[src/rtl/mm_host_driver.sv]
// Host-side driver for the 4x4 matrix-multiply accelerator.
// Holds 32 input words (B then A) and 16 result words. A run starts the
// accelerator over AXI-Lite, streams the inputs out, and captures the results.
// It then polls ap_done and clears ap_start.
//
// Handshake rule for every channel: a beat transfers on the rising edge where
// valid && ready are both high. A valid, once raised, stays high with stable
// payload until that edge. The driver's own readies do not depend on the
// partner's valid.
module mm_host_driver #(
  parameter int                     pADDR_WIDTH = 12,
  parameter int                     pDATA_WIDTH = 32,
  parameter logic [pADDR_WIDTH-1:0] CTRL_ADDR   = '0,
  parameter int                     POLL_GAP    = 4,
  parameter int                     MAX_POLLS   = 64
) (
  input  logic                   axis_clk,
  input  logic                   axis_rst_n,
  // host register port
  input  logic                   host_we,
  input  logic [4:0]             host_waddr,
  input  logic [pDATA_WIDTH-1:0] host_wdata,
  input  logic [3:0]             host_raddr,
  output logic [pDATA_WIDTH-1:0] host_rdata,
  input  logic                   go,
  output logic                   busy,
  output logic                   done,
  output logic                   err,
  // AXI-Lite initiator
  output logic                   awvalid,
  input  logic                   awready,
  output logic [pADDR_WIDTH-1:0] awaddr,
  output logic                   wvalid,
  input  logic                   wready,
  output logic [pDATA_WIDTH-1:0] wdata,
  output logic                   arvalid,
  input  logic                   arready,
  output logic [pADDR_WIDTH-1:0] araddr,
  input  logic                   rvalid,
  output logic                   rready,
  input  logic [pDATA_WIDTH-1:0] rdata,
  // stream to accelerator
  output logic                   sm_tvalid,
  input  logic                   sm_tready,
  output logic [pDATA_WIDTH-1:0] sm_tdata,
  output logic                   sm_tlast,
  // stream from accelerator
  input  logic                   ss_tvalid,
  output logic                   ss_tready,
  input  logic [pDATA_WIDTH-1:0] ss_tdata,
  input  logic                   ss_tlast,
  // FSM state, for observation
  output logic [2:0]             dbg_state
);

  localparam int POLL_W = $clog2(MAX_POLLS + 1);
  localparam int GAP_W  = $clog2(POLL_GAP + 1);

  typedef enum logic [2:0] {
    S_IDLE     = 3'd0,
    S_WR_START = 3'd1,
    S_STREAM   = 3'd2,
    S_WAIT_OUT = 3'd3,
    S_POLL     = 3'd4,
    S_CLR      = 3'd5,
    S_FIN      = 3'd6
  } state_t;

  state_t                   state, state_nxt;
  logic [pDATA_WIDTH-1:0]   in_buf  [32];
  logic [pDATA_WIDTH-1:0]   res_buf [16];
  logic [5:0]               tx_cnt;
  logic [4:0]               rx_cnt;
  logic [POLL_W-1:0]        poll_cnt;
  logic [GAP_W-1:0]         gap_cnt;

  logic go_ok, aw_hs, w_hs, ar_hs, r_hs, sm_hs, ss_hs;
  logic lite_wr_done, poll_last, enter_wr, enter_fin;

  // ss_tlast is not needed (the result count is fixed); only ap_done is read from rdata
  logic unused_bits;
  assign unused_bits = ^{ss_tlast, rdata};

  assign go_ok  = go && (state == S_IDLE || state == S_FIN);
  assign aw_hs  = awvalid && awready;
  assign w_hs   = wvalid && wready;
  assign ar_hs  = arvalid && arready;
  assign r_hs   = rready && rvalid;
  assign sm_hs  = sm_tvalid && sm_tready;
  assign ss_hs  = ss_tvalid && ss_tready;

  // Both lite write channels are done once each valid is gone or handshaking now
  assign lite_wr_done = (!awvalid || aw_hs) && (!wvalid || w_hs);
  assign poll_last    = (poll_cnt == POLL_W'(MAX_POLLS - 1));
  assign enter_wr     = (state_nxt == S_WR_START && state != S_WR_START) ||
                        (state_nxt == S_CLR && state != S_CLR);
  assign enter_fin    = (state_nxt == S_FIN && state != S_FIN);

  assign awaddr     = CTRL_ADDR;
  assign araddr     = CTRL_ADDR;
  assign wdata      = (state == S_WR_START) ? pDATA_WIDTH'(1) : '0;
  assign sm_tvalid  = (state == S_STREAM);
  assign sm_tdata   = in_buf[tx_cnt[4:0]];
  assign sm_tlast   = sm_tvalid && (tx_cnt == 6'd31);
  assign ss_tready  = (state == S_STREAM || state == S_WAIT_OUT) && (rx_cnt < 5'd16);
  assign busy       = !(state == S_IDLE || state == S_FIN);
  assign host_rdata = res_buf[host_raddr];
  assign dbg_state  = state;

  // State register; reset aborts any run in progress
  always_ff @(posedge axis_clk or negedge axis_rst_n) begin
    if (!axis_rst_n) state <= S_IDLE;
    else             state <= state_nxt;
  end

  // Next-state sequencing of one run
  always_comb begin
    state_nxt = state;
    case (state)
      S_IDLE:     if (go_ok) state_nxt = S_WR_START;
      S_FIN:      state_nxt = go_ok ? S_WR_START : S_IDLE;
      S_WR_START: if (lite_wr_done) state_nxt = S_STREAM;
      S_STREAM:   if (sm_hs && tx_cnt == 6'd31) state_nxt = S_WAIT_OUT;
      S_WAIT_OUT: if (rx_cnt == 5'd16) state_nxt = S_POLL;
      S_POLL: begin
        if (r_hs) begin
          if (rdata[1])       state_nxt = S_CLR;
          else if (poll_last) state_nxt = S_FIN;
        end
      end
      S_CLR:      if (lite_wr_done) state_nxt = S_FIN;
      default:    state_nxt = S_IDLE;
    endcase
  end

  // Lite channel valids, counters, poll pacing and sticky status
  always_ff @(posedge axis_clk or negedge axis_rst_n) begin
    if (!axis_rst_n) begin
      awvalid  <= 1'b0;
      wvalid   <= 1'b0;
      arvalid  <= 1'b0;
      rready   <= 1'b0;
      done     <= 1'b0;
      err      <= 1'b0;
      tx_cnt   <= '0;
      rx_cnt   <= '0;
      poll_cnt <= '0;
      gap_cnt  <= '0;
    end else begin
      if (go_ok) begin
        done     <= 1'b0;
        err      <= 1'b0;
        tx_cnt   <= '0;
        rx_cnt   <= '0;
        poll_cnt <= '0;
        gap_cnt  <= '0;
      end
      if (enter_wr) begin
        awvalid <= 1'b1;
        wvalid  <= 1'b1;
      end else begin
        if (aw_hs) awvalid <= 1'b0;
        if (w_hs)  wvalid  <= 1'b0;
      end
      if (sm_hs) tx_cnt <= tx_cnt + 6'd1;
      if (ss_hs) rx_cnt <= rx_cnt + 5'd1;
      if (state == S_POLL) begin
        // idle gap before each ap_ctrl read
        if (!arvalid && !rready) begin
          if (gap_cnt == GAP_W'(POLL_GAP - 1)) begin
            gap_cnt <= '0;
            arvalid <= 1'b1;
          end else begin
            gap_cnt <= gap_cnt + GAP_W'(1);
          end
        end
        if (ar_hs) begin
          arvalid <= 1'b0;
          rready  <= 1'b1;
        end
        if (r_hs) begin
          rready <= 1'b0;
          if (!rdata[1]) begin
            poll_cnt <= poll_cnt + POLL_W'(1);
            if (poll_last) err <= 1'b1;
          end
        end
      end
      if (enter_fin) done <= 1'b1;
    end
  end

  // Input buffer: host writes land only while no run is in progress
  always_ff @(posedge axis_clk) begin
    if (host_we && !busy) in_buf[host_waddr] <= host_wdata;
  end

  // Result buffer: each accepted return beat fills the next slot
  always_ff @(posedge axis_clk) begin
    if (ss_hs) res_buf[rx_cnt[3:0]] <= ss_tdata;
  end

endmodule

[config.mk]
export PLATFORM = sky130hd
export DESIGN_NAME = mm_host_driver
export DESIGN_NICKNAME = d
export VERILOG_FILES = /design/src/rtl/mm_host_driver.sv
export SDC_FILE = /design/constraint.sdc
export NUM_CORES = 1
export LEC_CHECK = 0
export CAP_MARGIN = 5
export CORE_ASPECT_RATIO = 1.4
export CORE_MARGIN = 4
export CORE_UTILIZATION = 45
export DETAILED_ROUTE_END_ITERATION = 8
export PLACE_DENSITY = 0.72
export SLEW_MARGIN = 20
export SYNTH_ARGS = -nofsm -noshare
export SYNTH_HDL_FRONTEND = slang
export SYNTH_SLANG_ARGS = --single-unit
[constraint.sdc]
create_clock -name axis_clk -period 4.9 [get_ports axis_clk]
set_input_delay 0.49 -clock axis_clk [delete_from_list [all_inputs] [get_ports axis_clk]]
set_output_delay 0.49 -clock axis_clk [all_outputs]
set_load 0.01 [all_outputs]
==> flow_summary_export.csv <==
group,metric,value,unit
floorplan,fp-row-count,159,
sta,rsz0062_at_grt,"false",
routing,dr.pass1.iters,6,
logic_synthesis,synth_edf_count,1536,
sta,post-route-period-util,90.7,%
worst_setup_path,critPathLaunchType,"flop",
clock_tree,cts_buffer_depth,3,
logic_synthesis,syn_area_per_cell,19.1,um^2
routing,vias,30900,
routing,first_iter_violations,3104,
logic_synthesis,yosys.area_share.simple,2.83,%
placement,hpwl,82.8,mm
sta,setup_slack,0.457,ns
logic_synthesis,yosysMostFrequentCell,"edfxtp_1",
placement,dp.cells,5085,
logic_synthesis,ys_seq_elements,1566,
floorplan,die_y,443,um
worst_setup_path,critical-path-max-stage-delay,0.90,ns
global_route,grt_pass1_wl,211,mm
global_route,grt_pass1_vias,31300,
sta,setup_viol,0,
sta,worst_pin_slew,1.15,ns
sta,clock.fmax,0.225,GHz
worst_setup_path,crit_path_end_kind,"output pin",
worst_setup_path,worst_ep_arrival_time,3.95,ns
logic_synthesis,synth_compound_area_share,3.57,%
clock_tree,clk_latency,0.77,ns
routing,drt.antenna.violating_nets,0,
logic_synthesis,synthTopCellsByArea,"edfxtp_1 (76%), mux2i_1 (8.4%), mux4_2 (5.9%), dfrtp_1 (1.2%), a22oi_1 (1.2%)",
clock_tree,htree_levels,4,
sta,slew_violations,0,
final_layout,area_growth,14.8,%
logic_synthesis,ys_types,46,
logic_synthesis,muxShareOfSynthArea,14.3,%
worst_setup_path,cp_cell_sequence,"nor2b_4 > buf_12 > a22oi_1 > a31oi_1 > nand3_1 > clkdlybuf4s50_1",
floorplan,die_x,319,um
final_layout,stdcell_area,69900,um^2
worst_setup_path,worstSetupPathType,"flop to output pin",
global_route,grt_use_met1,24.3,%
worst_setup_path,crit_slowest_cell,"nor2b_4",
clock_tree,clkTransAtPathRegs,0.06,ns
placement,numPortBuffers,161,
clock_tree,cts_hold_buffers,0,
global_route,grt_start_max_net_pins,60,
logic_synthesis,yosys_warnings,0,
worst_hold_path,hold_path.class,"primary input to asynchronous set/reset pin",
logic_synthesis,synth_top_area_share,75.8,%
global_route,use_met3,3.21,%
final_layout,layout.nets,3582,
placement,dp_slack,1.22,ns
global_route,globalRouteOverflowTotal,0,
logic_synthesis,ys_seq_area_share,77.0,%
routing,route.detailed.drc,0,
logic_synthesis,syn_inst,3185,
logic_synthesis,ys.flop_type,"edfxtp_1",
logic_synthesis,synth_top_family_by_area,"multiplexers",
routing,routedWlPerCell,27.3,um
clock_tree,cts_setup_buffers,0,
worst_setup_path,crit_buf_inv,2,
logic_synthesis,synth_common_cells,"edfxtp_1 (1536), mux2i_1 (512), mux4_2 (160)",
sta,max-slew-margin-rel,22.9,%
sta,setup_tns,0,ns
worst_setup_path,rr_worst_depth,7,
global_route,top_usage_layer,"met2",
placement,postPlaceCellArea,65400,um^2
sta,whs,0.175,ns
final_layout,drive_above_1_share,15.7,%
sta,finalCriticalPeriod,4.44,ns
outcome,status,"completed",
global_route,grt_use_met2,36.7,%
logic_synthesis,synth_adder_area_share,0.144,%
clock_tree,cts_root_buf,"clkbuf_16",
worst_setup_path,path_max_fanout,31,
floorplan,ios,249,
clock_tree,cts-buffers-inserted,143,
pwr,ir_drop,518,uV
global_route,antenna_found_initial,8,
logic_synthesis,async_flop_share,1.92,%
routing,via_per_inst,5.78,
placement,place_congestion,0.794,
worst_setup_path,critical-path-top-delay-family,"simple AND/OR/NAND/NOR gates",
logic_synthesis,yosysTopAreaCell,"edfxtp_1",
floorplan,die-area,141000,um^2
sta,fin_skew,0.0377,ns
clock_tree,cts_resized,0,
routing,drt-total-wl,146,mm
floorplan,initial_core_util,45.3,%
sta,finalHoldViolCount,0,
worst_setup_path,crit_required,4.41,ns
floorplan,coreArea,134000,um^2
clock_tree,numClockSinks,1566,
clock_tree,cts_tree,"yes",
pwr,p_per_area,481,nW/um^2
flow_run,cap_violations,0,
global_route,grt_use_total,20.3,%
logic_synthesis,synth_xor_area_share,0.0864,%
logic_synthesis,synthesis.area,60800,um^2
final_layout,instances_no_fill,5342,
worst_setup_path,crit_cells,6,
pwr,leakagePower,23.1,nW
==> per-stage QoR <==
stage / power, W / util (%)
after detailed placement: 0.0232 / 48.7
after global routing: 0.0348 / 52.0
final: 0.0336 / 52.0
after floorplan: 0.0201 / -
after CTS: 0.0338 / 52.0
after global placement: 0.0231 / 48.7
==> metal layers <==
metal / part of all wire (%) / routed length [um]
met1: 37 / 53300
met2: 53 / 78100
met5: 0.036 / 53
met4: 3.7 / 5470
met3: 6.2 / 9090
==> worst paths after layout <==
| kind | slack (ns) | from | end |
|---|---|---|---|
| setup / recovery | 0.46 | tx_cnt[2] | sm_tdata[25] |
| hold / removal | 0.18 | axis_rst_n | awvalid |
| setup reg to reg | 1.52 | dbg_state[1] | in_buf[18][7] |
| hold reg to reg | 0.50 | gap_cnt[0] | gap_cnt[0] |
| max in group asynchronous | 4.33 | axis_rst_n | tx_cnt[0] |
| min in group axis_clk | 0.25 | host_wdata[26] | in_buf[30][26] |
==> layout make-up <==
type                    instances  area (um^2)
diodes                          3         7.51
clock buffers                 186         3820
well taps                    1771         2220
fillers                     10400        64400
repair buffers                302         2920
clock inverters                68          617
flip-flops and latches       1566        46900
multi-input cells            1438        13400
inverters                       8         30.0
==> power breakdown <==
group          switching (W)  internal, W  total, W
Clock                0.00477      0.00592    0.0107
Combinational        0.00441      0.00308   0.00750
Sequential          0.000227       0.0152    0.0154
==> placed cells by master, fill, tap and decap left out, types with 5 or more instances in the layout <==
cell type           n
xor2_1              5
clkinv_2           17
inv_1               8
nor3_1             35
nand3_1           105
buf_4             119
clkinv_1           31
o21ai_0            16
ha_1                7
a22oi_1            96
a21oi_1           101
bufinv_16           7
nand2_1           129
nor2_4             45
mux4_2            160
nor2b_1             5
nand4_1             5
buf_2               8
clkbuf_1           39
nand2b_1            7
a22o_1             66
clkbuf_16         147
nor2_1             13
edfxtp_1         1536
clkdlybuf4s50_1   151
dfrtp_1            29
conb_1             55
buf_12             23
nor3_2              5
mux2i_1           512
a31oi_1            36
==> logic make-up (layout without fill, tap and decap cells) <==
logic type / count (synthesis) / in the layout
muxes: 672 / 672
DFF: 1566 / 1566
xor gates and xnor gates: 6 / 6
and+or+nand+nor: 375 / 375
adders and majority gates: 7 / 7
buffers and inverters: 235 / 564
other: 1 / 58
AOI/OAI and AO/OA: 323 / 323
==> registers in the layout, summed over array words and instances (netlist names) <==
name	count
arvalid	1
awvalid	1
dbg_state	3
done	1
err	1
gap_cnt	3
in_buf	1024
poll_cnt	7
res_buf	512
rready	1
rx_cnt	5
tx_cnt	6
wvalid	1
Note: power is estimated with default switching activity, not from simulation.
